### src/rtl/lsu_ctrl_if.sv
// Data-memory bus between the load/store unit and data memory.
// The master drives the request side; the slave returns the ack and the read data.
interface lsu_ctrl_if;
    logic        req;
    logic        we;
    logic [3:0]  be;
    logic [31:0] addr;
    logic [31:0] wdata;
    logic        ack;
    logic [31:0] rdata;

    modport master (output req, we, be, addr, wdata, input ack, rdata);
    modport slave  (input req, we, be, addr, wdata, output ack, rdata);
endinterface

### src/rtl/lsu_ctrl.sv
// Load/store unit controller: decodes core memory ops, runs one data-memory access at a time,
// formats load results and reports misaligned accesses and bus timeouts.
module lsu_ctrl #(
    parameter int unsigned TIMEOUT = 255
) (
    input  logic        clk,
    input  logic        reset,
    input  logic        start,
    input  logic        memtoreg,
    input  logic        lbu,
    input  logic [1:0]  memwrite,
    input  logic [1:0]  half,
    input  logic        b,
    input  logic [31:0] addr,
    input  logic [31:0] wdata,
    output logic        stall,
    output logic [31:0] rdata,
    output logic        rdata_valid,
    output logic        misalign,
    output logic        bus_err,
    lsu_ctrl_if.master  dmem
);
    localparam int unsigned CW = (TIMEOUT < 1) ? 1 : $clog2(TIMEOUT + 1);

    typedef enum logic [1:0] {st_idle, st_access, st_done} state_e;
    typedef enum logic [1:0] {sz_byte, sz_half, sz_word} size_e;

    state_e        state_q;
    logic [CW-1:0] cnt_q;
    size_e         size_q;
    logic          sgn_q;
    logic          load_q;
    logic [1:0]    lane_q;

    logic        is_store, is_load, op_valid, op_signed, op_misalign, accept;
    size_e       op_size;
    logic [3:0]  op_be;
    logic [31:0] op_wdata;
    logic [7:0]  lane_byte;
    logic [15:0] lane_half;
    logic [31:0] fmt_rdata;

    // Decode of the op currently presented by the core; stores take priority over load flags.
    always_comb begin
        is_store  = memwrite != 2'b00;
        is_load   = !is_store && (memtoreg || lbu);
        op_valid  = is_store || is_load;
        op_size   = sz_word;
        op_signed = 1'b0;
        if (is_store) begin
            case (memwrite)
                2'b10:   op_size = sz_half;
                2'b11:   op_size = sz_byte;
                default: op_size = sz_word;
            endcase
        end else if (lbu) begin
            op_size = sz_byte;
        end else if (half == 2'b01) begin
            op_size   = b ? sz_byte : sz_half;
            op_signed = 1'b1;
        end else if (half == 2'b10) begin
            op_size = sz_half;
        end
        op_misalign = ((op_size == sz_word) && (addr[1:0] != 2'b00)) ||
                      ((op_size == sz_half) && addr[0]);
        accept = (state_q == st_idle) && start && op_valid && !op_misalign;

        case (op_size)
            sz_byte: begin
                op_be    = 4'b0001 << addr[1:0];
                op_wdata = {4{wdata[7:0]}};
            end
            sz_half: begin
                op_be    = addr[1] ? 4'b1100 : 4'b0011;
                op_wdata = {2{wdata[15:0]}};
            end
            default: begin
                op_be    = 4'b1111;
                op_wdata = wdata;
            end
        endcase
        if (!is_store) op_be = 4'b1111;

        // Gated by reset so the core is released the moment reset asserts.
        stall = reset && (accept || (state_q == st_access));
    end

    always_comb begin
        lane_byte = dmem.rdata[{lane_q, 3'b000} +: 8];
        lane_half = dmem.rdata[{lane_q[1], 4'b0000} +: 16];
        case (size_q)
            sz_byte: fmt_rdata = {{24{sgn_q & lane_byte[7]}}, lane_byte};
            sz_half: fmt_rdata = {{16{sgn_q & lane_half[15]}}, lane_half};
            default: fmt_rdata = dmem.rdata;
        endcase
    end

    always_ff @(posedge clk or negedge reset) begin
        if (!reset) begin
            state_q     <= st_idle;
            cnt_q       <= '0;
            size_q      <= sz_word;
            sgn_q       <= 1'b0;
            load_q      <= 1'b0;
            lane_q      <= 2'b00;
            rdata       <= '0;
            rdata_valid <= 1'b0;
            misalign    <= 1'b0;
            bus_err     <= 1'b0;
            dmem.req    <= 1'b0;
            dmem.we     <= 1'b0;
            dmem.be     <= '0;
            dmem.addr   <= '0;
            dmem.wdata  <= '0;
        end else begin
            rdata_valid <= 1'b0;
            misalign    <= 1'b0;
            bus_err     <= 1'b0;
            case (state_q)
                st_idle: begin
                    if (start && op_valid && op_misalign) begin
                        misalign <= 1'b1;
                    end else if (accept) begin
                        state_q    <= st_access;
                        cnt_q      <= '0;
                        size_q     <= op_size;
                        sgn_q      <= op_signed;
                        load_q     <= is_load;
                        lane_q     <= addr[1:0];
                        dmem.req   <= 1'b1;
                        dmem.we    <= is_store;
                        dmem.be    <= op_be;
                        dmem.addr  <= {addr[31:2], 2'b00};
                        dmem.wdata <= op_wdata;
                    end
                end
                st_access: begin
                    // An ack in the final counted cycle still completes the access.
                    if (dmem.ack || (cnt_q == CW'(TIMEOUT))) begin
                        state_q    <= dmem.ack ? st_done : st_idle;
                        bus_err    <= !dmem.ack;
                        dmem.req   <= 1'b0;
                        dmem.we    <= 1'b0;
                        dmem.be    <= '0;
                        dmem.addr  <= '0;
                        dmem.wdata <= '0;
                        if (dmem.ack && load_q) begin
                            rdata       <= fmt_rdata;
                            rdata_valid <= 1'b1;
                        end
                    end else begin
                        cnt_q <= cnt_q + 1'b1;
                    end
                end
                default: state_q <= st_idle;
            endcase
        end
    end
endmodule

### src/flat_wrapper.sv
// flat-port wrapper written by rule: the top's interface ports become plain ports
module lsu_ctrl_flat 
#(
    parameter int unsigned TIMEOUT = 255
)
  (clk, reset, start, memtoreg, lbu, memwrite, half, b, addr, wdata, stall, rdata, rdata_valid, misalign, bus_err, dmem_req, dmem_we, dmem_be, dmem_addr, dmem_wdata, dmem_ack, dmem_rdata);
  lsu_ctrl_if dmem_i ();
  input  logic clk;
  input  logic reset;
  input  logic start;
  input  logic memtoreg;
  input  logic lbu;
  input  logic [1:0] memwrite;
  input  logic [1:0] half;
  input  logic b;
  input  logic [31:0] addr;
  input  logic [31:0] wdata;
  output logic stall;
  output logic [31:0] rdata;
  output logic rdata_valid;
  output logic misalign;
  output logic bus_err;
  output wire logic [$bits(dmem_i.req)-1:0] dmem_req;
  output wire logic [$bits(dmem_i.we)-1:0] dmem_we;
  output wire logic [$bits(dmem_i.be)-1:0] dmem_be;
  output wire logic [$bits(dmem_i.addr)-1:0] dmem_addr;
  output wire logic [$bits(dmem_i.wdata)-1:0] dmem_wdata;
  input wire logic [$bits(dmem_i.ack)-1:0] dmem_ack;
  input wire logic [$bits(dmem_i.rdata)-1:0] dmem_rdata;
  assign dmem_req = dmem_i.req;
  assign dmem_we = dmem_i.we;
  assign dmem_be = dmem_i.be;
  assign dmem_addr = dmem_i.addr;
  assign dmem_wdata = dmem_i.wdata;
  assign dmem_i.ack = dmem_ack;
  assign dmem_i.rdata = dmem_rdata;
  lsu_ctrl #(.TIMEOUT(TIMEOUT)) u_core (.clk(clk), .reset(reset), .start(start), .memtoreg(memtoreg), .lbu(lbu), .memwrite(memwrite), .half(half), .b(b), .addr(addr), .wdata(wdata), .stall(stall), .rdata(rdata), .rdata_valid(rdata_valid), .misalign(misalign), .bus_err(bus_err), .dmem(dmem_i));
endmodule
### config.mk
export PLATFORM = sky130hd
export DESIGN_NAME = lsu_ctrl_flat
export DESIGN_NICKNAME = d
export VERILOG_FILES = /design/src/rtl/lsu_ctrl_if.sv /design/src/rtl/lsu_ctrl.sv /design/src/flat_wrapper.sv
export SDC_FILE = /design/constraint.sdc
export NUM_CORES = 1
export LEC_CHECK = 0
export ABC_AREA = 0
export CORE_MARGIN = 2
export CORE_UTILIZATION = 35
export DETAILED_ROUTE_END_ITERATION = 10
export MAX_ROUTING_LAYER = met4
export PLACE_DENSITY_LB_ADDON = 0.3
export SLEW_MARGIN = 20
export SYNTH_ARGS = -nofsm -noshare
export SYNTH_HDL_FRONTEND = slang
export SYNTH_SLANG_ARGS = --single-unit
### constraint.sdc
create_clock -name clk -period 3.4 [get_ports clk]
set_clock_uncertainty 0.1 [all_clocks]
set_input_delay 0.85 -clock clk [delete_from_list [all_inputs] [get_ports clk]]
set_output_delay 0.85 -clock clk [all_outputs]
set_load 0.01 [all_outputs]
## Word level (Yosys, flattened, before mapping)

Index checks and enable logic that the tools add are counted.

- Register bits after elaboration: 121
- Input bits: 107

- Reductions and logical operators: 29
- Eq/ne operators: 13
- Bitwise gates (word level): 3
- $add $sub $neg: 1
- Shift operators: 3
- Multiplexer cells: 48

Operators by type and width:

| kind | count |
|---|---|
| $pmux 32 s2 | 4 |
| $mux 32 | 5 |
| $shiftx 32x6->16 | 1 |
| $shiftx 32x6->8 | 1 |
| $mux 8 | 3 |
| $mux 4 | 5 |
| $mux 1 | 16 |
| $mux 2 | 8 |
| $pmux 4 s2 | 2 |
| $pmux 8 s2 | 1 |
| $logic_and 1x1->1 | 10 |
| $reduce_and 3->1 | 3 |
| $add 8x1->8 const B | 1 |
| $eq 2x1->1 const B | 4 |
| $eq 2x2->1 const B | 4 |
| $eq 8x8->1 const B | 1 |
| $pmux 2 s2 | 2 |
| $reduce_and 4->1 | 2 |
| $logic_not 2->1 | 3 |
| $ne 2x2->1 const B | 3 |
| $reduce_bool 2->1 | 3 |
| $logic_or 1x1->1 | 5 |
| $pmux 1 s2 | 2 |
| $shl 1x2->4 const A | 1 |
| 4 further kinds | 7 |

## Longest topological paths before layout

- Depth in word-level cells: 13
- Gate-level depth with buffers: 10

## Worst setup path after synthesis

No wires, ideal clock.

- Kind: in2out
- Start: input port half[1]
- End: output port stall
- Path buffers: 2
- Required time: 2450 ps
- Slack: -4 ps
- Cell stages on the path: 9
- Arrival time: 2454 ps
- Cell sequence: inv_1 -> ha_1 -> or2_1 -> buf_2 -> and3_1 -> nor3_2 -> nand2_1 -> buf_2 -> a21boi_0

- Cells in the longest elaborated chain, start to end: 12
- Elaborated cells between the ends (all ways): 15
- Classes of those cells: 4 x eq/ne; 4 x mux; 7 x reduce/logical

RTL lines:

| item | line | source |
|---|---|---|
| start, declared | flat_wrapper.sv:14 | `input logic [1:0] half;` |
| $eq 2x2->1 | lsu_ctrl.sv:61 | `end else if (half == 2'b10) begin` |
| $mux 2 | lsu_ctrl.sv:61 |  |
| $mux 2 * | lsu_ctrl.sv:58 | `end else if (half == 2'b01) begin` |
| $mux 2 * | lsu_ctrl.sv:56 | `end else if (lbu) begin` |
| $mux 2 * | lsu_ctrl.sv:50 | `if (is_store) begin` |
| $eq 2x2->1 or $eq 2x1->1 (tied branches) | lsu_ctrl.sv:64, lsu_ctrl.sv:65 |  |
| $logic_and 1x1->1, on equally long branches | lsu_ctrl.sv:64, lsu_ctrl.sv:65 |  |
| $logic_or 1x1->1 * | lsu_ctrl.sv:64 | `op_misalign = ((op_size == sz_word) && (addr[1:0] != 2'b00)) \|\|` |
| $logic_not 1->1 * | lsu_ctrl.sv:66 | `accept = (state_q == st_idle) && start && op_valid && !op_misalign;` |
| $logic_and 1x1->1 * | lsu_ctrl.sv:66 |  |
| $logic_or 1x1->1 * | lsu_ctrl.sv:85 | `stall = reset && (accept \|\| (state_q == st_access));` |
| $logic_and 1x1->1 * | lsu_ctrl.sv:85 |  |
| end, declared | flat_wrapper.sv:18 | `output logic stall;` |

Mark *: on every way between the ends. The rest lies on a longest branch, timed or not.

## Worst setup path in the final report

- Start: input port lbu
- End: output port stall

- Cells in the longest elaborated chain, start to end: 9
- Elaborated cells between the ends (all ways): 15
- Classes of those cells: 2 x eq/ne; 2 x mux; 11 x reduce/logical

RTL lines:

| item | line | source |
|---|---|---|
| start, declared | flat_wrapper.sv:12 | `input logic lbu;` |
| $mux 2 | lsu_ctrl.sv:56 |  |
| $mux 2 | lsu_ctrl.sv:50 |  |
| $eq 2x2->1 or $eq 2x1->1 (tied branches) | lsu_ctrl.sv:64, lsu_ctrl.sv:65 |  |
| $logic_and 1x1->1, on equally long branches | lsu_ctrl.sv:64, lsu_ctrl.sv:65 |  |
| $logic_or 1x1->1 | lsu_ctrl.sv:64 |  |
| $logic_not 1->1 | lsu_ctrl.sv:66 |  |
| $logic_and 1x1->1 * | lsu_ctrl.sv:66 |  |
| $logic_or 1x1->1 * | lsu_ctrl.sv:85 |  |
| $logic_and 1x1->1 * | lsu_ctrl.sv:85 |  |

Marks and branches as above.

==> impl_metrics.py <==
metrics = {
    "layout": {
        "seqCellArea_um2": 2980,
        "final_core_util_pct": 53.8,
        "fill_cells": 1565,
        "multi_input_area_um2": 2680,
        "syn_to_final_growth_pct": 51.4,
        "drive_gt1_share_pct": 11.4,
        "final_nets": 1005,
        "layout.cells.non_filler": 1133,
    },
    "floorplanning": {
        "io_pins": 213,
        "die_h_um": 136,
        "start_util_pct": 35.5,
        "fp.dieW_um": 136,
        "dieArea_um2": 18500,
        "row_count": 48,
        "core_um2": 17100,
    },
    "critical_path": {
        "endpoint_kind": "output pin",
        "r2r-start": "u_core.lane_q[1]",
        "crit_chain": "clkdlybuf4s50_1 > or4_1 > nand3_2 > inv_2 > nand2_1 > a21boi_1 > buf_4",
        "arrival_ns": 2.39,
        "cp-startpoint": "lbu",
        "start_kind": "primary input",
        "critPathMaxStageDelay_ns": 0.58,
        "slowest_stage": "or4_1",
        "required_ns": 2.45,
        "cp_top_family": "simple AND/OR/NAND/NOR gates",
        "crit_buf_inv": 3,
        "crit_path_max_fanout": 5,
        "worst-setup-path-type": "primary input to output pin",
    },
    "cts": {
        "cts_buffers": 17,
        "cts_root_buf": "clkbuf_16",
        "clk_latency_ns": 0.41,
        "cts_buffer_depth": 2,
        "clkTransAtPathRegs_ns": 0.05,
        "cts_hold_buf": 0,
        "clock_sinks": 119,
        "cts_tree": "yes",
        "ctsHtreeMaxLevel": 4,
    },
    "routing": {
        "route.detailed.drc": 0,
        "first_pass_iters": 6,
        "routed-via-count": 5962,
        "via_per_inst": 5.26,
        "routedWlPerCell_um": 17.4,
        "dr.first_iter.drc_count": 399,
        "ant_nets": 0,
        "finalWirelength_mm": 19.7,
    },
    "grt": {
        "gr-usage-met1_pct": 28.8,
        "grtUsageMet2_pct": 33.7,
        "grt_util_met3_pct": 5.93,
        "grt_pass1_wl_mm": 31.1,
        "antenna_found_initial": 1,
        "grt_util_all_layers_pct": 22.4,
        "grt_max_degree": 67,
        "first_global_vias": 5954,
        "grt_remaining_overflow": 0,
        "grt-busiest-layer": "met2",
    },
    "power_and_ir_drop": {
        "p_clk_share_pct": 26.1,
        "p_leak_nw": 3.93,
        "swShare_pct": 33.8,
        "seqPwrFrac_pct": 33.8,
        "p_per_area_nw_per_um2": 768,
        "internal_power_mw": 4.68,
        "combPwrFrac_pct": 40.1,
        "peakVddDrop_uv": 381,
        "power.total_mw": 7.08,
        "power.net_switching_mw": 2.39,
    },
    "yosys": {
        "synth-seq-cells": 119,
        "synth.most_common_cell": "dfrtp_1",
        "ys_top_cells_by_count": "dfrtp_1, nand2_1, nor2_1, o21ai_0, inv_1",
        "synthDominantCellAreaShare_pct": 48.5,
        "syn_area_um2": 6080,
        "synthCells": 674,
        "synthArstFlopShare_pct": 100,
        "synth_area_leader_cell": "dfrtp_1",
        "synth_warnings": 0,
        "synth_seq_area_share_pct": 49.0,
        "synthTopCellsByArea": "dfrtp_1, o21ai_0, nand2_1",
        "synth_cell_types": 58,
        "syn_avg_cell_area_um2": 9.03,
        "synthFlopType": "dfrtp_1",
        "synth_edf_count": 0,
    },
    "status": {
        "outcome": "finished clean",
    },
    "sta": {
        "fmax_ghz": 0.299,
        "drv_slew": 0,
        "finalHoldViolCount": 0,
        "relSlewSlack_pct": 44.9,
        "rsz0062_at_grt": "no",
        "tightestPinTransition_ns": 0.826,
        "min_period_over_period_pct": 98.3,
        "fin_crit_ns": 3.34,
        "setup_viol": 0,
    },
    "run": {
        "cap_violations": 0,
    },
    "placed_design": {
        "portBuffers": 210,
        "dp_cells": 1100,
        "hpwl_mm": 13.8,
        "gp_congestion": 0.873,
    },
    "hold_path": {
        "hold_start": "u_core.rdata[10]",
        "hp-class": "flop to flop",
    },
}
-- worst paths after layout --
kind / to / slack [ns] / cells past startpoint
setup / recovery: stall / 0.06 / 7
hold / removal: u_core.rdata[10] / 0.38 / 2
setup reg to reg: u_core.rdata[4] / 0.86 / 4
hold reg to reg: u_core.rdata[10] / 0.38 / 2
max in group asynchronous: u_core.rdata[8] / 1.36 / 3
min in group asynchronous: u_core.rdata[11] / 0.52 / 2
-- per-stage QoR --
stage / setup TNS [ns] / instance area [um2] / hold slack, ns / worst slack [ns]
after floorplan: 0 / 6090 / 0.372 / 0.0746
after CTS: 0 / 9190 / 0.383 / 0.0170
after detailed placement: -1.56 / 8580 / 0.367 / -0.679
after global placement: -1.39 / 8580 / 0.362 / -0.649
after global routing: 0 / 9210 / 0.396 / 0.00477
final: 0 / 9210 / 0.377 / 0.0589
-- flip-flops by register name (all words and copies together) (netlist names), 2 cells and up --
signal / cells
u_core.dmem.be: 4
u_core.cnt_q: 8
u_core.dmem.wdata: 32
u_core.state_q: 2
u_core.rdata: 32
u_core.size_q: 2
u_core.lane_q: 2
u_core.dmem.addr: 30
-- power by group through the flow --
stage / clock [mW] / combinational (mW) / sequential [mW]
CTS: 1.88 / 2.86 / 2.39
detailed placement: 0 / 2.85 / 2.40
finish: 1.85 / 2.84 / 2.39
global placement: 0 / 2.81 / 2.39
global route: 1.94 / 3.09 / 2.48
floorplan: 0 / 1.07 / 2.53
-- placed cells by master (no fill, tap or decap), drive strengths merged, types with 2 or more instances in the layout --
| cell | netlist | final |
|---|---|---|
| clkdlybuf4s50 | 0 | 205 |
| dfrtp | 118 | 118 |
| nand2 | 72 | 72 |
| o21ai | 72 | 72 |
| nor2 | 69 | 69 |
| inv | 61 | 61 |
| a21oi | 51 | 51 |
| buf | 23 | 43 |
| nand4 | 40 | 40 |
| mux2 | 26 | 26 |
| clkbuf | 27 | 19 |
| a221oi | 10 | 10 |
| mux2i | 9 | 9 |
| nand3 | 9 | 9 |
| a222oi | 7 | 7 |
| a311oi | 7 | 7 |
| a22oi | 6 | 6 |
| nor3 | 6 | 6 |
| clkinv | 1 | 6 |
| nor2b | 5 | 5 |
| o32ai | 5 | 5 |
| o2111a | 5 | 5 |
| nand2b | 5 | 5 |
| and3 | 5 | 5 |
| clkinvlp | 0 | 4 |
| o211ai | 3 | 3 |
| a211o | 3 | 3 |
| bufinv | 0 | 3 |
| ha | 3 | 3 |
| nor4 | 2 | 2 |
| or3 | 2 | 2 |
| and2 | 2 | 2 |
| and4 | 2 | 2 |
| a22o | 2 | 2 |
| conb | 1 | 2 |
-- layer usage --
layer  vias up  wire length [um]
met1      2858              8610
met2       251              8840
met5         -                 0
met4         0               536
li1       2817                 -
met3        36              1710
-- cell type report --
type / count / share of cell area [%]
Clock buffer: 19 / 4.92
Tap cell: 225 / 3.06
Timing Repair Buffer: 251 / 26.4
Inverter: 62 / 2.53
Antenna cell: 1 / 0.0272
Multi-Input combinational cell: 444 / 29.1
Sequential cell: 119 / 32.3
Clock inverter: 12 / 1.66
-- cells by family (layout without fill, tap and decap cells) --
family | count (synthesis) | in the layout | share of synthesized area [%]
AOI/OAI and AO/OA | 180 | 180 | 19.0
and+or+nand+nor | 223 | 223 | 17.2
DFF | 119 | 119 | 49.0
buffers and inverters | 112 | 344 | 7.51
adders and majority gates | 3 | 3 | 0.617
other | 1 | 3 | 0.0616
muxes | 36 | 36 | 6.66
-- worst min-delay path: stages, from the launching register on --
cell and delay (ns):
dfrtp_1 0.34, nand2_1 0.05, o21ai_0 0.06
-- repair_timing --
action,in CTS,in global routing
setup buffers,1,0
endpoints found under the setup margin,1,1
pin swaps,2,4
gates resized for setup,10,5
(Power assumes the default switching activity.)
